<file path="src/rtl/dcmi_cam_tx_if.sv">
// dcmi_cam_tx_if: upstream pixel stream plus the DCMI camera-side bus.
// master is the camera emulator; slave is whoever feeds pixels and captures the bus.
interface dcmi_cam_tx_if;
    logic        PIX_VALID;
    logic [11:0] PIX_DATA;
    logic        PIX_READY;
    logic        CAM_VSYNC;
    logic        CAM_HREF;
    logic [7:0]  CAM_D;
    modport master (input PIX_VALID, PIX_DATA, output PIX_READY, CAM_VSYNC, CAM_HREF, CAM_D);
    modport slave (output PIX_VALID, PIX_DATA, input PIX_READY, CAM_VSYNC, CAM_HREF, CAM_D);
endinterface

</file>
<file path="src/rtl/dcmi_cam_tx.sv">
// dcmi_cam_tx: camera-side DCMI source emitting VSYNC/HREF timing and RGB444 byte pairs.
// Counters track the cycle being presented; all bus outputs are registered from next-cycle values.
module dcmi_cam_tx #(
    parameter int H_ACTIVE = 320,
    parameter int H_BLANK  = 64,
    parameter int V_ACTIVE = 240,
    parameter int VS_WIDTH = 3,
    parameter int V_BP     = 17,
    parameter int V_FP     = 10
) (
    input  logic          PCLK,
    input  logic          RESET,
    input  logic          EN,
    input  logic [1:0]    PATTERN_MODE,
    input  logic          UNDERRUN_CLR,
    output logic          FRAME_START,
    output logic          FRAME_DONE,
    output logic          UNDERRUN,
    dcmi_cam_tx_if.master bus
);
    localparam int LINE_LEN = 2 * H_ACTIVE + H_BLANK;
    localparam int HW = LINE_LEN > 1 ? $clog2(LINE_LEN) : 1;
    localparam int M1 = VS_WIDTH > V_BP ? VS_WIDTH : V_BP;
    localparam int M2 = V_ACTIVE > V_FP ? V_ACTIVE : V_FP;
    localparam int L_MAX = M1 > M2 ? M1 : M2;
    localparam int LW = L_MAX > 1 ? $clog2(L_MAX) : 1;
    localparam logic [11:0] BARS [8] = '{12'hFFF, 12'hFF0, 12'h0FF, 12'h0F0, 12'hF0F, 12'hF00, 12'h00F, 12'h000};
    typedef enum logic [2:0] {IDLE, VSYNC, VBP, ACTIVE, VFP} state_t;
    state_t        state, nxt_state;
    logic [HW-1:0] h_cnt, nxt_h;
    logic [LW-1:0] l_cnt, nxt_l;
    logic [1:0]    mode;
    logic [11:0]   pix_reg, pix;
    logic [31:0]   phase_len, x32;
    logic [2:0]    bar;
    logic          line_end, phase_end, href_nxt, fetch, start, done, und_set;
    always_comb begin
        line_end = 32'(h_cnt) == 32'(LINE_LEN - 1);
        phase_len = state == VSYNC ? 32'(VS_WIDTH) : state == VBP ? 32'(V_BP) :
                    state == ACTIVE ? 32'(V_ACTIVE) : 32'(V_FP);
        phase_end = line_end && 32'(l_cnt) == phase_len - 32'd1;
        nxt_state = state;
        nxt_h = '0;
        nxt_l = '0;
        if (state == IDLE) nxt_state = EN ? VSYNC : IDLE;
        else begin
            nxt_h = line_end ? '0 : h_cnt + 1'b1;
            nxt_l = phase_end ? '0 : line_end ? l_cnt + 1'b1 : l_cnt;
            if (phase_end)
                nxt_state = state == VSYNC ? VBP : state == VBP ? ACTIVE : state == ACTIVE ? VFP : EN ? VSYNC : IDLE;
        end
        // the pixel fetch happens in the cycle before its even byte appears on CAM_D
        href_nxt = nxt_state == ACTIVE && 32'(nxt_h) < 32'(2 * H_ACTIVE);
        fetch = href_nxt && !nxt_h[0];
        x32 = 32'(nxt_h) >> 1;
        bar = 3'((x32 * 32'd8) / 32'(H_ACTIVE));
        pix = mode == 2'd0 ? (bus.PIX_VALID ? bus.PIX_DATA : 12'h000) :
              mode == 2'd1 ? BARS[bar] :
              mode == 2'd2 ? {4'(nxt_l), 8'(x32)} : 12'h000;
        bus.PIX_READY = fetch && mode == 2'd0 && !RESET;
        und_set = bus.PIX_READY && !bus.PIX_VALID;
        start = nxt_state == VSYNC && state != VSYNC;
        done = nxt_state == VFP && 32'(nxt_l) == 32'(V_FP - 1) && 32'(nxt_h) == 32'(LINE_LEN - 1);
    end
    always_ff @(posedge PCLK) begin
        if (RESET) begin
            state <= IDLE;
            h_cnt <= '0;
            l_cnt <= '0;
            mode <= '0;
            pix_reg <= '0;
            bus.CAM_VSYNC <= 1'b0;
            bus.CAM_HREF <= 1'b0;
            bus.CAM_D <= 8'h00;
            FRAME_START <= 1'b0;
            FRAME_DONE <= 1'b0;
            UNDERRUN <= 1'b0;
        end else begin
            state <= nxt_state;
            h_cnt <= nxt_h;
            l_cnt <= nxt_l;
            if (start) mode <= PATTERN_MODE;
            if (fetch) pix_reg <= pix;
            bus.CAM_VSYNC <= nxt_state == VSYNC;
            bus.CAM_HREF <= href_nxt;
            bus.CAM_D <= fetch ? {1'b0, pix[11:8], 2'b00, pix[7]} :
                         href_nxt ? {pix_reg[6:4], 1'b0, pix_reg[3:0]} : 8'h00;
            FRAME_START <= start;
            FRAME_DONE <= done;
            UNDERRUN <= und_set || (UNDERRUN && !UNDERRUN_CLR);
        end
    end
endmodule

</file>
<file path="src/flat_wrapper.sv">
// flat-port wrapper written by rule: the top's interface ports become plain ports
module dcmi_cam_tx_flat 
#(
    parameter int H_ACTIVE = 320,
    parameter int H_BLANK  = 64,
    parameter int V_ACTIVE = 240,
    parameter int VS_WIDTH = 3,
    parameter int V_BP     = 17,
    parameter int V_FP     = 10
)
  (PCLK, RESET, EN, PATTERN_MODE, UNDERRUN_CLR, FRAME_START, FRAME_DONE, UNDERRUN, bus_PIX_VALID, bus_PIX_DATA, bus_PIX_READY, bus_CAM_VSYNC, bus_CAM_HREF, bus_CAM_D);
  dcmi_cam_tx_if bus_i ();
  input  logic PCLK;
  input  logic RESET;
  input  logic EN;
  input  logic [1:0] PATTERN_MODE;
  input  logic UNDERRUN_CLR;
  output logic FRAME_START;
  output logic FRAME_DONE;
  output logic UNDERRUN;
  input wire logic [$bits(bus_i.PIX_VALID)-1:0] bus_PIX_VALID;
  input wire logic [$bits(bus_i.PIX_DATA)-1:0] bus_PIX_DATA;
  output wire logic [$bits(bus_i.PIX_READY)-1:0] bus_PIX_READY;
  output wire logic [$bits(bus_i.CAM_VSYNC)-1:0] bus_CAM_VSYNC;
  output wire logic [$bits(bus_i.CAM_HREF)-1:0] bus_CAM_HREF;
  output wire logic [$bits(bus_i.CAM_D)-1:0] bus_CAM_D;
  assign bus_i.PIX_VALID = bus_PIX_VALID;
  assign bus_i.PIX_DATA = bus_PIX_DATA;
  assign bus_PIX_READY = bus_i.PIX_READY;
  assign bus_CAM_VSYNC = bus_i.CAM_VSYNC;
  assign bus_CAM_HREF = bus_i.CAM_HREF;
  assign bus_CAM_D = bus_i.CAM_D;
  dcmi_cam_tx #(.H_ACTIVE(H_ACTIVE), .H_BLANK(H_BLANK), .V_ACTIVE(V_ACTIVE), .VS_WIDTH(VS_WIDTH), .V_BP(V_BP), .V_FP(V_FP)) u_core (.PCLK(PCLK), .RESET(RESET), .EN(EN), .PATTERN_MODE(PATTERN_MODE), .UNDERRUN_CLR(UNDERRUN_CLR), .FRAME_START(FRAME_START), .FRAME_DONE(FRAME_DONE), .UNDERRUN(UNDERRUN), .bus(bus_i));
endmodule
</file>
<file path="config.mk">
export PLATFORM = sky130hd
export DESIGN_NAME = dcmi_cam_tx_flat
export DESIGN_NICKNAME = d
export VERILOG_FILES = /design/src/rtl/dcmi_cam_tx_if.sv /design/src/rtl/dcmi_cam_tx.sv /design/src/flat_wrapper.sv
export SDC_FILE = /design/constraint.sdc
export NUM_CORES = 1
export LEC_CHECK = 0
export ABC_CLOCK_PERIOD_IN_PS = 5300
export CORE_ASPECT_RATIO = 1.4
export CORE_MARGIN = 5
export CORE_UTILIZATION = 55
export DETAILED_ROUTE_END_ITERATION = 16
export GPL_TIMING_DRIVEN = 0
export PLACE_DENSITY = 0.8
export SLEW_MARGIN = 20
export SYNTH_ARGS = -nofsm -noshare
export SYNTH_HDL_FRONTEND = slang
export SYNTH_SLANG_ARGS = --single-unit
</file>
<file path="constraint.sdc">
create_clock -name PCLK -period 5.3 [get_ports PCLK]
set_input_delay 0.795 -clock PCLK [delete_from_list [all_inputs] [get_ports PCLK]]
set_output_delay 0.795 -clock PCLK [all_outputs]
set_load 0.1 [all_outputs]
</file>
==> impl_metrics.ini <==
[clock_tree]
clock_buffer_count_from_cts = 5
clock-sinks = 43
cts_htree_levels = 2
clock_insertion_delay_worst_skew_ns = 0.31
root_driver = sky130_fd_sc_hd__clkbuf_8
path_clk_slew_ns = 0.10
tritoncts = built
clk_path_buf_depth = 2
cts_hold_buffers = 0

[floorplan]
std_cell_rows = 32
die_area_mm2 = 0.007245
design.core.area_mm2 = 0.005485
die_height_um = 98.73
initial_core_util_pct = 56.39
die_w_um = 73.38
floorplan.io_pins = 33

[drt]
finalWirelength_um = 8353
drt_iter0_drc = 206
post_dr_vias_cell = 6.329
detail-route-antenna-nets = 0
wl_per_cell_um = 17.85
route.detailed.drc = 0
drtPass1Iterations = 5
route.vias.total = 2962

[layout]
drive_above_1_share_pct = 13.25
largest_register_ffs = 10
max_flop_register = u_core.h_cnt
biggestRegsByFlops = u_core.h_cnt: 10 flops, u_core.bus.CAM_D: 8 flops, u_core.l_cnt: 8 flops
design.final.nets = 426
final_cells = 468
number_of_fill_cells_in_the_layout = 440
syn_to_final_growth_pct = 16.67
design_area_mm2 = 0.003608
insertedDiodeCount = 0
fin_util_pct = 65.78

[synthesis]
post_synth.cell_area_avg_um2 = 8.592
postSynthNetCount = 387
synth.yosys.seq_area_share_pct = 27.83
synth.top_cells.by_area = sky130_fd_sc_hd__dfxtp_1 (28%), sky130_fd_sc_hd__nor2_1 (5.0%), sky130_fd_sc_hd__xor2_1 (3.7%)
netlist_area_mm2 = 0.003093
synthDominantCellAreaShare_pct = 27.83
synth_warnings = 0
postSynthRegisterBits = 43
synth-main-ff-cell = sky130_fd_sc_hd__dfxtp_1
yosys_top_cell_by_area = sky130_fd_sc_hd__dfxtp_1
netlist-cell-type-count = 80
async_flop_share_pct = 0
post_synth_inst_count = 360
synth_enable_flop_cells = 0

[global_route]
grt_remaining_overflow = 0
grtUsageTotal_pct = 23.74
grt_max_degree = 16
number_of_antenna_violations_at_the_first_check_in_global_routing = 0
first_pass_grt_wire_length_um = 13790
via_count_of_the_first_global_routing_pass = 2932

[sta]
fin_worst_skew_ns = 0.01262
grt_setup_unrepaired = false
finalHoldViolations = 0
fraction_of_the_cycle_the_final_worst_path_needs_pct = 94.43
slew_headroom_pct = 34.03
finalWorstPathRequiredPeriod_ns = 5.005
timing_max_transition_violations_final = 0
achievable-frequency_mhz = 199.8
timing_worst_slew_pin_value_ns = 0.9864
setup_viol_count_final = 0
fin_tns_setup_ns = 0

[job]
max-cap-violations = 0

[critical_path]
critPathRequiredTime_ns = 4.51
critPathLaunchType = flip-flop
worstSetupStartpoint = u_core.state[1]$_SDFF_PP0_
worst_path_dominant_cell_family = simple AND/OR/NAND/NOR gates
rr_startpoint = u_core.h_cnt[0]$_SDFF_PP0_
critPathKind = reg -> out
critical_path.endpoint_type = primary output
max_stage_delay_ns = 0.43
critical_path.n_buffers_inverters = 4
worst-path-max-fanout = 10
critical_path_arrival_ns = 4.21
cp_slowest_cell = sky130_fd_sc_hd__or3_1
timing.critical_path.cells = buf_2, or2b_2, inv_1, ha_1, and2_1, ha_1, xor2_1, nand4_1, a211o_1, or3_1, a211oi_4, and2_1, buf_4, nand2_1, nor3_2, clkbuf_4

[worst_hold_path]
min_path_type = reg -> reg
holdCritStartpoint = u_core.UNDERRUN$_SDFF_PP0_

[outcome]
run_status = complete, no violations

[placement]
place_hpwl_um = 6149
io_buffers = 32
place_area_mm2 = 0.003503
routabilityCongestion = 0.9289
placed_cells = 460

[power]
ratio_of_total_power_to_cell_area_mw_per_mm2 = 176.5
worst_ir_drop_vdd_mv = 0.09631
p_leak_uw = 0.001274
==> cells in the mapped netlist (7+ instances only) <==
cell type,n
sky130_fd_sc_hd__and2_1,8
sky130_fd_sc_hd__a21oi_1,17
sky130_fd_sc_hd__mux2i_1,9
sky130_fd_sc_hd__xnor2_1,9
sky130_fd_sc_hd__dfxtp_1,43
sky130_fd_sc_hd__ha_1,8
sky130_fd_sc_hd__nor2_1,41
sky130_fd_sc_hd__nor3_1,11
sky130_fd_sc_hd__clkbuf_1,10
sky130_fd_sc_hd__nand3_1,15
sky130_fd_sc_hd__nor4_1,7
sky130_fd_sc_hd__xor2_1,13
sky130_fd_sc_hd__nand2_1,17
sky130_fd_sc_hd__o21ai_0,8
sky130_fd_sc_hd__inv_1,10
==> logic make-up after synthesis <==
logic type / share of synthesized area [%]
and+or+nand+nor: 27.55
AOI/OAI and AO/OA: 24.23
DFF: 27.83
buffers and inverters: 7.079
xor gates and xnor gates: 6.230
muxes: 3.398
adders and majority gates: 3.560
other: 0.1212
==> final timing paths <==
path | to | slack [ns] | depth (start not counted)
worst max-delay path | bus_PIX_READY | 0.30 | 16
worst min-delay path | u_core.UNDERRUN$_SDFF_PP0_ | 0.48 | 2
worst max register to register | u_core.pix_reg[3]$_SDFFE_PP0P_ | 1.25 | 13
worst min register to register | u_core.UNDERRUN$_SDFF_PP0_ | 0.48 | 2
==> layer usage <==
layer,GRT usage [%],vias up,wire length (µm)
li1,-,1421,-
met1,27.89,1385,3255
met2,40.11,118,4200
met3,3.673,38,539
met4,13.25,0,357
met5,0,-,0
==> metrics by stage <==
| stage | worst slack [ns] | hold WS [ns] | power, µW |
|---|---|---|---|
| global placement | -0.1845 | 0.4607 | 417.3 |
| global route | 0.009748 | 0.5109 | 661.0 |
| finish | 0.2954 | 0.4771 | 636.7 |
| detailed placement | -0.2154 | 0.4699 | 418.1 |
| CTS | 0.02297 | 0.4804 | 639.0 |
| floorplan | 0.2798 | 0.4518 | 387.9 |
==> final cells by class <==
| class | instances | area (µm²) | area share, % |
|---|---|---|---|
| buffer | 25 | 181.4 | 5.028 |
| clock buffer | 5 | 68.82 | 1.907 |
| clock inverter | 3 | 25.02 | 0.6935 |
| inverter | 10 | 37.54 | 1.040 |
| multi-input combinational | 282 | 2032 | 56.31 |
| sequential | 43 | 860.8 | 23.86 |
| tap | 68 | 85.08 | 2.358 |
| timing repair buffer | 32 | 317.8 | 8.807 |
==> cell usage in the layout, fill, tap and decap left out, drive strengths merged, types with 4 or more instances in the layout <==
cell           Yosys  final
buf                9      9
ha                 8      8
a21oi             19     19
and2              10     10
o21ai             14     14
mux2i              9      9
a22oi              5      5
clkbuf            15     21
and3               8      8
nor2              41     41
or3                8      8
dfxtp             43     43
xnor2              9      9
nand3             15     15
nand4              7      7
inv               10     10
nor3              12     12
nand2             17     17
nand2b             4      4
xor2              13     13
a31oi              5      5
clkdlybuf4s50      0     31
nor4               8      8
a211oi             9      9
a221oi             5      5
==> worst register-to-register path: stages (launching register included) <==
cell and delay (ns):
sky130_fd_sc_hd__dfxtp_1 0.40, sky130_fd_sc_hd__ha_1 0.28, sky130_fd_sc_hd__nand4_4 0.19, sky130_fd_sc_hd__o41ai_1 0.45, sky130_fd_sc_hd__mux2i_1 0.34, sky130_fd_sc_hd__nand2_1 0.22, sky130_fd_sc_hd__inv_1 0.07, sky130_fd_sc_hd__ha_1 0.40
sky130_fd_sc_hd__a21oi_4 0.19, sky130_fd_sc_hd__a2111oi_4 0.08, sky130_fd_sc_hd__maj3_1 0.36, sky130_fd_sc_hd__nor3b_1 0.47, sky130_fd_sc_hd__a221oi_2 0.20, sky130_fd_sc_hd__o31ai_1 0.32
==> repair_timing <==
item                                   in CTS  in global routing
setup endpoints to repair                   1                  1
endpoints found under the hold margin       0                  0
cloned                                      0                  0
setup buffers                               0                  0
gates resized for setup                     3                  4
==> power breakdown <==
group          internal, µW  switching (µW)
registers               326            1.55
clock network          94.4             128
logic                  32.9            53.2
Power figures use the tool's default switching activity.
